===== src/rtl/imem_boot_loader.sv =====
// imem_boot_loader
// Receives a byte-serial program image, packs it MSB-first into 32-bit
// big-endian words and writes each word into the instruction memory.
// Holds the CPU pipeline in reset (cpu_hold) until an image has loaded cleanly.
//
// Optional build macro: IMEM_LOADER_CHECKSUM_EN
//   When defined, the byte flagged s_last is a checksum byte, not image data.
//   It must arrive on a word boundary, and the 8-bit sum of all image bytes
//   plus the checksum must be 8'h00. Otherwise the load ends in ERROR.
//
// Byte handshake: a byte moves on the rising clk edge where s_valid && s_ready.
// s_ready is registered and is high only while the FSM is in LOAD. s_last is
// meaningful only on a cycle where that transfer happens.
module imem_boot_loader #(
  parameter int unsigned DEPTH_WORDS = 128,
  parameter logic [31:0] BASE_ADDR   = 32'h0000_0000,
  parameter int unsigned CNT_W       = 8
) (
  input  logic             clk,
  input  logic             rst,
  input  logic             start,
  input  logic             s_valid,
  output logic             s_ready,
  input  logic [7:0]       s_data,
  input  logic             s_last,
  output logic             busy,
  output logic             done,
  output logic             error,
  output logic             cpu_hold,
  output logic             imem_we,
  output logic [31:0]      imem_addr,
  output logic [31:0]      imem_wdata,
  output logic [CNT_W-1:0] words_loaded
);

  typedef enum logic [2:0] {
    ST_IDLE  = 3'd0,
    ST_LOAD  = 3'd1,
    ST_WRITE = 3'd2,
    ST_DONE  = 3'd3,
    ST_ERROR = 3'd4
  } state_t;

  state_t           state;
  state_t           state_nxt;
  logic [1:0]       byte_idx;
  logic [CNT_W-1:0] word_cnt;
  logic [23:0]      shift_q;    // first three bytes of the word in progress
  logic             last_q;     // the byte that completed this word carried s_last
  logic             xfer;
  logic             start_ok;
  logic             word_full;

  // s_ready is only ever high in LOAD, so xfer implies state == ST_LOAD.
  assign xfer      = s_valid && s_ready;
  assign start_ok  = start && ((state == ST_IDLE) || (state == ST_DONE) ||
                               (state == ST_ERROR));
  assign word_full = (word_cnt == CNT_W'(DEPTH_WORDS));

`ifdef IMEM_LOADER_CHECKSUM_EN
  logic [7:0] sum_q;
  logic [7:0] sum_chk;
  assign sum_chk = sum_q + s_data;
`endif

  // Next-state logic: start, byte arrival, word completion and image end.
  always_comb begin
    state_nxt = state;
    case (state)
      ST_IDLE, ST_DONE, ST_ERROR: begin
        if (start) state_nxt = ST_LOAD;
      end
      ST_LOAD: begin
        if (xfer) begin
`ifdef IMEM_LOADER_CHECKSUM_EN
          if (s_last) begin
            // Checksum byte: must sit on a word boundary and zero the sum.
            if ((byte_idx == 2'd0) && (sum_chk == 8'h00)) state_nxt = ST_DONE;
            else                                          state_nxt = ST_ERROR;
          end else if (byte_idx == 2'd3) begin
            state_nxt = word_full ? ST_ERROR : ST_WRITE;
          end
`else
          if (s_last && (byte_idx != 2'd3)) begin
            // Image ends mid-word: the partial word is dropped.
            state_nxt = ST_ERROR;
          end else if (byte_idx == 2'd3) begin
            state_nxt = word_full ? ST_ERROR : ST_WRITE;
          end
`endif
        end
      end
      ST_WRITE: begin
        state_nxt = last_q ? ST_DONE : ST_LOAD;
      end
      default: state_nxt = ST_IDLE;
    endcase
  end

  // State, datapath and registered outputs.
  always_ff @(posedge clk) begin
    if (!rst) begin
      state        <= ST_IDLE;
      byte_idx     <= 2'd0;
      word_cnt     <= '0;
      shift_q      <= 24'd0;
      last_q       <= 1'b0;
      s_ready      <= 1'b0;
      busy         <= 1'b0;
      done         <= 1'b0;
      error        <= 1'b0;
      cpu_hold     <= 1'b1;
      imem_we      <= 1'b0;
      imem_addr    <= BASE_ADDR;
      imem_wdata   <= 32'd0;
      words_loaded <= '0;
`ifdef IMEM_LOADER_CHECKSUM_EN
      sum_q        <= 8'h00;
`endif
    end else begin
      state   <= state_nxt;
      s_ready <= (state_nxt == ST_LOAD);
      busy    <= (state_nxt == ST_LOAD) || (state_nxt == ST_WRITE);
      done    <= (state_nxt == ST_DONE);
      error   <= (state_nxt == ST_ERROR);
      imem_we <= (state_nxt == ST_WRITE);
      // Release the pipeline one cycle after DONE is entered; re-hold it as
      // soon as a new load starts.
      cpu_hold <= !((state == ST_DONE) && (state_nxt == ST_DONE));

      if (start_ok) begin
        byte_idx     <= 2'd0;
        word_cnt     <= '0;
        words_loaded <= '0;
        shift_q      <= 24'd0;
`ifdef IMEM_LOADER_CHECKSUM_EN
        sum_q        <= 8'h00;
`endif
      end

      if (xfer) begin
        shift_q  <= {shift_q[15:0], s_data};
        byte_idx <= byte_idx + 2'd1;
        last_q   <= s_last;
`ifdef IMEM_LOADER_CHECKSUM_EN
        sum_q    <= sum_chk;
`endif
      end

      if ((state == ST_LOAD) && (state_nxt == ST_WRITE)) begin
        imem_wdata <= {shift_q, s_data};
        imem_addr  <= BASE_ADDR + (32'(word_cnt) << 2);
      end

      if (state == ST_WRITE) begin
        word_cnt     <= word_cnt + 1'b1;
        words_loaded <= word_cnt + 1'b1;
      end
    end
  end

endmodule


===== config.mk =====
export PLATFORM = sky130hd
export DESIGN_NAME = imem_boot_loader
export DESIGN_NICKNAME = d
export VERILOG_FILES = /design/src/rtl/imem_boot_loader.sv
export SDC_FILE = /design/constraint.sdc
export NUM_CORES = 1
export LEC_CHECK = 0
export ABC_AREA = 1
export CAP_MARGIN = 20
export CORE_MARGIN = 5
export CORE_UTILIZATION = 45
export DETAILED_ROUTE_END_ITERATION = 8
export DONT_BUFFER_PORTS = 1
export PLACE_DENSITY = 0.69
export SYNTH_ARGS = -nofsm -noshare
export SYNTH_HDL_FRONTEND = slang
export SYNTH_SLANG_ARGS = --single-unit

===== constraint.sdc =====
create_clock -name clk -period 1.6 [get_ports clk]
set_clock_uncertainty 0.1 [all_clocks]
set_input_delay 0.08 -clock clk [delete_from_list [all_inputs] [get_ports clk]]
set_output_delay 0.08 -clock clk [all_outputs]
set_load 0.1 [all_outputs]

==> flow_metrics.env, run 1 <==
export IMPL_status="finished, violations left"
export IMPL_violations="negative hold slack"
export IMPL_via_per_inst=4.90
export IMPL_yosysSeqAreaShare=0.440
export IMPL_cts_buffers=9
export IMPL_worstPathRequired_ns=1.75
export IMPL_async_reset_ff_frac=0
export IMPL_ys_ff_latch=84
export IMPL_dr_first_iter_drc_count=192
export IMPL_antenna_found_initial=0
export IMPL_cts_tree="yes"
export IMPL_htree_levels=3
export IMPL_routed_wl_mm=9.03
export IMPL_hold_path_class="in -> reg"
export IMPL_whs_ns=-0.00741
export IMPL_cts_root_buf="clkbuf_8"
export IMPL_holdPathStages=3
export IMPL_setup_worst_path_end_class="flop"
export IMPL_synth_warnings=0
export IMPL_max_cap_viol_count=0
export IMPL_fin_crit_sh=0.968
export IMPL_stdcell_count=687
export IMPL_die_y_um=102
export IMPL_reg2reg_depth=8
export IMPL_grt_usage=0.178
export IMPL_drt_drc_violations_left=0
export IMPL_vias=3365
export IMPL_layout_drive_gt1_share=0.275
export IMPL_crit_type="reg -> reg"
export IMPL_final_hold_viol_count=1
export IMPL_dp_cells=654
export IMPL_synth_cell_types=26
export IMPL_max_clock_freq_ghz=0.646
export IMPL_grt_ovfl_total=0
export IMPL_finalNetCount=593
export IMPL_rsz0062_at_grt="yes"
export IMPL_syn_avg_cell_area_sq_um=7.45
export IMPL_p_per_area_nw_per_um2=883
export IMPL_core_sq_um=8260
export IMPL_synth_flop_cell="dfxtp_1"
export IMPL_detailedRoute_firstPassIterationCount=4
export IMPL_clkTransAtPathRegs_ns=0.09
export IMPL_tns_ns=0
export IMPL_syn_inst=513
export IMPL_fin_crit_ns=1.55
export IMPL_peakVddDrop_uv=488
export IMPL_clock_latency_ns=0.36
export IMPL_port_buffers=0
export IMPL_grt_pass1_wl_mm=14.8
export IMPL_initial_utilization=0.463
export IMPL_power_mw=4.23
export IMPL_synth_enable_flop_cells=0
export IMPL_syn_cell_area_sq_um=3820
export IMPL_leakagePower_nw=1.94
export IMPL_report_final_slew_viol_count=0
export IMPL_drtAntennaViolNets=0
export IMPL_die_x_um=102
export IMPL_grt_pass1_vias=3161
export IMPL_ios=91
export IMPL_grt_max_degree=53
export IMPL_diodes=0
export IMPL_area_growth_pct=25.4
export IMPL_wl_per_cell_um=13.1
export IMPL_setup_ws_ns=0.0510
export IMPL_crit_arrival_ns=1.70
export IMPL_dp_slack_ns=0.0456
export IMPL_fp_row_count=33
export IMPL_place_congestion=0.812
export IMPL_fillCellCount=779
export IMPL_hpwlAfterDp_mm=6.14
export IMPL_clk_path_buf_depth=2
export IMPL_cts_sinks=84
export IMPL_path_max_fanout=31
export IMPL_dieArea_sq_um=10400
export IMPL_start_kind="flop"
export IMPL_setup_viol=0
[kinds of logic after synthesis]
kind of cell               Yosys count  share of synthesized area
other                                1                   0.000981
buffers and inverters              108                      0.152
DFF                                 84                      0.440
adders and majority gates            3                    0.00982
AOI/OAI and AO/OA                   91                      0.132
and+or+nand+nor                    226                      0.265
[cells in the final DEF (no fill, tap or decap), types with 2 or more instances in the layout]
cell type,n
a21oi_1,59
a21oi_2,19
buf_12,6
buf_4,67
clkbuf_8,9
clkinv_2,3
conb_1,24
dfxtp_1,75
dfxtp_2,3
dfxtp_4,6
dlygate4sd3_1,13
inv_1,43
inv_2,6
inv_4,3
nand2_1,82
nand2_2,4
nand3_1,67
nand3_2,7
nand3_4,2
nor2_1,44
nor2_2,13
nor3_1,3
o21ai_0,9
o21ai_4,2
[metrics by stage]
stage                      util  cell area (sq um)
after floorplan               -               3980
after global placement    0.519               4290
after detailed placement  0.519               4290
after CTS                 0.563               4650
after global routing      0.581               4790
final                     0.581               4790
[flip-flops by register name, indices dropped and copies added (netlist names)]
signal,count
imem_wdata,32
shift_q,24
imem_addr,8
word_cnt,8
state,3
byte_idx,2
busy,1
cpu_hold,1
done,1
error,1
imem_we,1
last_q,1
s_ready,1
[report_power, final]
part	switching (mW)	leakage [nW]	internal (mW)
clock network	0.768	0.111	0.811
logic	0.445	1.14	0.0973
registers	0.0129	0.684	2.10
total	1.23	1.94	3.01
[cell usage after synthesis, types with 2 or more instances]
master	instances	area [sq um]
dfxtp_1	84	1680
ha_1	3	37.5
a21oi_1	70	350
nand2_2	2	12.5
nand3_1	75	375
nor2_2	9	56.3
a21oi_2	9	78.8
buf_1	2	7.51
inv_2	6	22.5
clkbuf_1	5	18.8
inv_1	45	169
nand2_1	84	315
buf_6	8	90.1
nor3_1	4	20.0
nor2_1	48	180
o21ai_0	9	45.0
buf_2	17	85.1
buf_4	25	188
[cell type report]
type | count | area, sq um | area share
inverter | 51 | 196 | 0.0410
sequential | 84 | 1710 | 0.356
timing repair buffer | 87 | 764 | 0.159
clock inverter | 6 | 60.1 | 0.0125
multi-input combinational | 344 | 1790 | 0.372
clock buffer | 10 | 149 | 0.0311
tap | 105 | 131 | 0.0274
[worst paths after layout]
path | from | endpoint | slack [ns]
worst max register to register | word_cnt[0] | imem_wdata[3] | 0.05
worst min register to register | byte_idx[0] | byte_idx[0] | 0.38
worst max-delay path | word_cnt[0] | imem_wdata[3] | 0.05
worst min-delay path | start | done | -0.007
[worst max-delay path, cell delays in order, from the launching register on]
cell,delay [ns]
dfxtp_4,0.37
inv_4,0.07
ha_4,0.14
nand3_4,0.08
o21ai_4,0.18
nand2_4,0.11
buf_12,0.18
a21oi_1,0.14
nor2_1,0.06
[per-layer routing]
| metal | global-route usage | up-vias | share of wire |
|---|---|---|---|
| met4 | 0.0666 | 0 | 0.015 |
| met3 | 0.0375 | 11 | 0.055 |
| li1 | - | 1732 | - |
| met1 | 0.223 | 1542 | 0.44 |
| met2 | 0.301 | 80 | 0.49 |
| met5 | 0 | - | 0 |
[what timing repair did]
item,CTS,global route
setup buffers,0,3
gates resized for setup,0,30
endpoints found under the setup margin,0,46
hold endpoints to repair,81,0
hold buffers,14,0
(Power assumes the default switching activity.)
==> run 2, diff against run 1 <==
- CAP_MARGIN: 20 -> unset
- clock period: 1.6 -> 1.43 ns (I/O delays scaled with it)
==> run 2 against run 1 <==
  * The run ends with negative setup slack left
  * Critical path depth did not move
  * Worst setup slack lost 0.22 ns
  * Power increased by 17%
  * Fmax down 3.2%
  * Via count is 5.9% higher
  * Largest cell class unchanged
==> flow_metrics.env, run 2 (synthesis gave the netlist of run 1 again) <==
export IMPL_leakagePower_nw=2.20
export IMPL_dr_first_iter_drc_count=220
export IMPL_core_sq_um=8260
export IMPL_violations="negative setup slack"
export IMPL_top_register="imem_wdata"
export IMPL_grt_max_degree=53
export IMPL_grt_pass1_vias=3352
export IMPL_drt_drc_violations_left=0
export IMPL_fin_crit_ns=1.60
export IMPL_hold_path_class="in -> reg"
export IMPL_path_max_fanout=21
export IMPL_antenna_found_initial=0
export IMPL_cts_buffers=9
export IMPL_diodes=0
export IMPL_grt_ovfl_total=0
export IMPL_dp_cells=674
export IMPL_max_cap_viol_count=0
export IMPL_fillCellCount=704
export IMPL_cts_root_buf="clkbuf_8"
export IMPL_ios=91
export IMPL_detailedRoute_firstPassIterationCount=5
export IMPL_whs_ns=0.0784
export IMPL_setup_ws_ns=-0.170
export IMPL_hpwlAfterDp_mm=6.40
export IMPL_fp_row_count=33
export IMPL_crit_arrival_ns=1.76
export IMPL_setup_viol=45
export IMPL_clkTransAtPathRegs_ns=0.09
export IMPL_status="finished, violations left"
export IMPL_top_regs="imem_wdata x32, shift_q x24"
export IMPL_cts_tree="yes"
export IMPL_grt_usage=0.189
export IMPL_cts_sinks=84
export IMPL_start_kind="flop"
export IMPL_wl_per_cell_um=14.7
export IMPL_rsz0062_at_grt="yes"
export IMPL_report_final_slew_viol_count=0
export IMPL_drtAntennaViolNets=0
export IMPL_place_congestion=0.864
export IMPL_grt_pass1_wl_mm=15.8
export IMPL_initial_utilization=0.463
export IMPL_die_x_um=102
export IMPL_setup_worst_path_end_class="flop"
export IMPL_clk_path_buf_depth=2
export IMPL_final_common_cell="buf_4"
export IMPL_worstPathRequired_ns=1.59
export IMPL_routed_wl_mm=10.5
export IMPL_dp_slack_ns=-0.125
export IMPL_area_growth_pct=39.3
export IMPL_dieArea_sq_um=10400
export IMPL_dpl_cell_area_sq_um=4540
export IMPL_die_y_um=102
export IMPL_crit_type="reg -> reg"
export IMPL_p_per_area_nw_per_um2=931
export IMPL_peakVddDrop_uv=497
export IMPL_clock_latency_ns=0.36
export IMPL_layout_drive_gt1_share=0.360
export IMPL_port_buffers=0
export IMPL_finalNetCount=620
export IMPL_design_area_sq_um=5330
export IMPL_tns_ns=-5.32
export IMPL_fin_crit_sh=1.12
export IMPL_vias=3565
export IMPL_final_hold_viol_count=0
export IMPL_htree_levels=3
export IMPL_via_per_inst=4.99
export IMPL_final_cell_mix="85 x buf_4, 78 x nand2_1, 72 x dfxtp_1"
export IMPL_largest_reg_flops=32
export IMPL_max_clock_freq_ghz=0.625
export IMPL_stdcell_count=714
[run 2: final cells by class]
class / count / area [sq um] / share of cell area
clock buffer: 10 / 149 / 0.0280
clock inverter: 6 / 76.3 / 0.0143
inverter: 51 / 199 / 0.0374
multi-input combinational: 344 / 1920 / 0.361
sequential: 84 / 1720 / 0.323
tap: 105 / 131 / 0.0247
timing repair buffer: 114 / 1130 / 0.212
[run 2: final timing paths]
path / startpoint / endpoint / slack [ns] / depth (start not counted)
setup / recovery: word_cnt[1] / imem_wdata[23] / -0.17 / 8
hold / removal: s_valid / byte_idx[0] / 0.08 / 4
setup reg to reg: word_cnt[1] / imem_wdata[23] / -0.17 / 8
hold reg to reg: imem_wdata[20] / imem_wdata[20] / 0.38 / 2
[run 2: report_power, final]
part           switching, mW  internal, mW  leakage (nW)  total [mW]
clock network          0.954         0.944         0.115        1.90
logic                  0.532         0.168          1.40       0.700
registers             0.0159          2.34         0.686        2.36
[run 2: what timing repair did]
item / 4_1_cts / 5_1_grt
endpoints found under the hold margin: 76 / 0
pin swaps: 0 / 7
gates cloned: 1 / 6
setup endpoints to repair: 43 / 73
resized for setup: 10 / 41
hold buffers: 12 / 0
buffers inserted: 0 / 6
[run 2: worst max-delay path: stages (launching register included)]
cell       delay (ns)
dfxtp_4          0.37
inv_4            0.06
ha_4             0.13
nand3_4          0.07
o21ai_4          0.20
nand2_8          0.14
clkbuf_16        0.23
a21oi_2          0.16
nor2_1           0.05
[run 2: stage by stage]
step,total power [mW],util
floorplan,2.97,-
global placement,2.97,0.549
detailed placement,2.97,0.549
CTS,4.92,0.600
global route,5.13,0.645
finish,4.96,0.645
[run 2: routing by layer]
| metal | wire, um | global-route usage | vias to the layer above |
|---|---|---|---|
| li1 | - | - | 1786 |
| met1 | 4450 | 0.238 | 1669 |
| met2 | 5260 | 0.324 | 99 |
| met3 | 635 | 0.0457 | 11 |
| met4 | 123 | 0.0535 | 0 |
| met5 | 0 | 0 | - |
==> run 3, diff against run 2 <==
- GPL_TIMING_DRIVEN: unset -> 0
- REMOVE_ABC_BUFFERS: unset -> 1
==> run 3 against run 2 <==
  * The flow still finishes with violations (negative setup slack)
  * Sequential share of layout area up 0.92 points
  * First-iteration DRC count up 36%
  * Combinational power up 3.1%
  * Core utilization up 0.21 points
  * Routed wire length up 26%
  * Sequential power up 2%
  * Fmax down 12%
  * Largest cell class unchanged
==> flow_metrics.env, run 3 (synthesis gave the netlist of run 1 again) <==
export IMPL_power_internal_mw=3.67
export IMPL_reg2reg_depth=8
export IMPL_crit_arrival_ns=1.98
export IMPL_peakVddDrop_uv=605
export IMPL_top_register="imem_wdata"
export IMPL_setup_ws_ns=-0.394
export IMPL_layout_drive_gt1_share=0.402
export IMPL_violations="negative setup slack"
export IMPL_largest_reg_flops=32
export IMPL_grt_ovfl_total=0
export IMPL_grt_usage=0.253
export IMPL_slew_limit_headroom=0.211
export IMPL_grt_pass1_vias=3729
export IMPL_clk_path_buf_depth=2
export IMPL_final_common_cell="nand2_1"
export IMPL_via_per_inst=5.52
export IMPL_wl_per_cell_um=19.4
export IMPL_pwr_share_clk=0.393
export IMPL_fillCellCount=688
export IMPL_place_congestion=0.769
export IMPL_netSwitchingPower_mw=1.49
export IMPL_drt_drc_violations_left=0
export IMPL_dr_first_iter_drc_count=299
export IMPL_diodes=0
export IMPL_leakagePower_nw=1.94
export IMPL_cts_sinks=84
export IMPL_final_hold_viol_count=0
export IMPL_dp_slack_ns=-2.91
export IMPL_dpl_cell_area_sq_um=3650
export IMPL_detailedRoute_firstPassIterationCount=5
export IMPL_fin_crit_ns=1.82
export IMPL_vias=3735
export IMPL_hold_path_class="in -> reg"
export IMPL_antenna_found_initial=0
export IMPL_fp_row_count=33
export IMPL_reg2reg_slack_ns=-0.39
export IMPL_holdPathStages=5
export IMPL_worst_pin_slew_ns=1.18
export IMPL_fin_crit_sh=1.28
export IMPL_cts_tree="yes"
export IMPL_hpwlAfterDp_mm=5.03
export IMPL_drtAntennaViolNets=0
export IMPL_htree_levels=3
export IMPL_clock_latency_ns=0.35
export IMPL_design_area_sq_um=5340
export IMPL_report_final_slew_viol_count=0
export IMPL_clkTransAtPathRegs_ns=0.09
export IMPL_pwr_share_seq=0.467
export IMPL_power_mw=5.16
export IMPL_status="finished, violations left"
export IMPL_core_sq_um=8260
export IMPL_top_regs="imem_wdata x32, shift_q x24"
export IMPL_start_kind="flop"
export IMPL_cts_root_buf="clkbuf_8"
export IMPL_final_cell_mix="79 x nand2_1, 56 x nand3_1, 47 x dfxtp_2"
export IMPL_max_clock_freq_ghz=0.548
export IMPL_swShare=0.288
export IMPL_setup_worst_path_end_class="flop"
export IMPL_initial_utilization=0.463
export IMPL_grt_max_degree=53
export IMPL_area_growth_pct=39.8
export IMPL_port_buffers=0
export IMPL_max_cap_viol_count=0
export IMPL_cts_buffers=9
export IMPL_whs_ns=0.0493
export IMPL_ios=91
export IMPL_dieArea_sq_um=10400
export IMPL_power_frac_comb=0.140
export IMPL_crit_type="reg -> reg"
export IMPL_die_x_um=102
export IMPL_routed_wl_mm=13.2
export IMPL_die_y_um=102
export IMPL_rsz0062_at_grt="yes"
export IMPL_setup_viol=62
export IMPL_finalNetCount=583
export IMPL_path_max_fanout=8
export IMPL_p_per_area_nw_per_um2=965
export IMPL_worstPathRequired_ns=1.58
export IMPL_grt_pass1_wl_mm=20.1
## run 3: cell count changes in the layout (fill, tap and decap cells not counted), sizes merged
cell         previous run  this run
nor2                   58        66
dlygate4sd3            11        12
clkinv                  2         1
inv                    54        50
clkbuf                 16        12
nand2                  87        96
bufinv                  1         3
o21ai                  12        13
clkinvlp                0         2
buf                    97        46
## run 3: power by group through the flow
stage	logic (mW)	registers (mW)	clock network [mW]
after global placement	0.459	2.47	0
after floorplan	0.417	2.46	0
after CTS	0.628	2.40	2.05
final	0.722	2.41	2.03
after detailed placement	0.464	2.47	0
after global routing	0.754	2.41	2.16
## run 3: path summary, 6_finish.rpt
kind / endpoint / start
worst max-delay path: imem_wdata[19] / s_ready
worst min-delay path: shift_q[1] / s_valid
worst max register to register: imem_wdata[19] / s_ready
worst min register to register: shift_q[23] / shift_q[23]
## run 3: area by class of cell
class                           instances  area [sq um]  area share
Multi-Input combinational cell        362          2300       0.431
Sequential cell                        84          1770       0.332
Timing Repair Buffer                   58           666       0.125
Inverter                               51           219      0.0410
Clock buffer                           12           135      0.0253
Tap cell                              105           131      0.0246
Clock inverter                          4          97.6      0.0183
Timing Repair inverter                  1          16.3     0.00304
## run 3: critical path, stage by stage (launching register included)
cell and delay [ns]:
dfxtp_4 0.61, nand2_8 0.12, buf_6 0.15, nor2_4 0.10, buf_12 0.21, buf_12 0.13
nand2_8 0.08, a21oi_2 0.14, nor2_1 0.07
## run 3: repair_timing
item	4_1_cts	5_1_grt
gates resized for setup	127	56
setup endpoints to repair	136	82
hold buffers	11	2
setup buffers	38	8
pin swaps	29	18
cloned	18	1
hold endpoints to repair	81	53
## run 3: metal layers
| metal | share of wire | vias up | GRT usage |
|---|---|---|---|
| li1 | - | 1738 | - |
| met1 | 0.40 | 1794 | 0.306 |
| met2 | 0.50 | 170 | 0.433 |
| met3 | 0.074 | 33 | 0.0505 |
| met4 | 0.031 | 0 | 0.113 |
| met5 | 0 | - | 0 |
## run 3: metrics by stage
step | cells | setup TNS (ns) | utilization
6_report | 677 | -18.13 | 0.647
5_1_grt | 677 | -21.96 | 0.647
4_1_cts | 667 | -14.39 | 0.602
3_5_place_dp | 584 | -179.71 | 0.442
3_3_place_gp | 584 | -178.28 | 0.442
2_1_floorplan | 479 | -119.41 | -
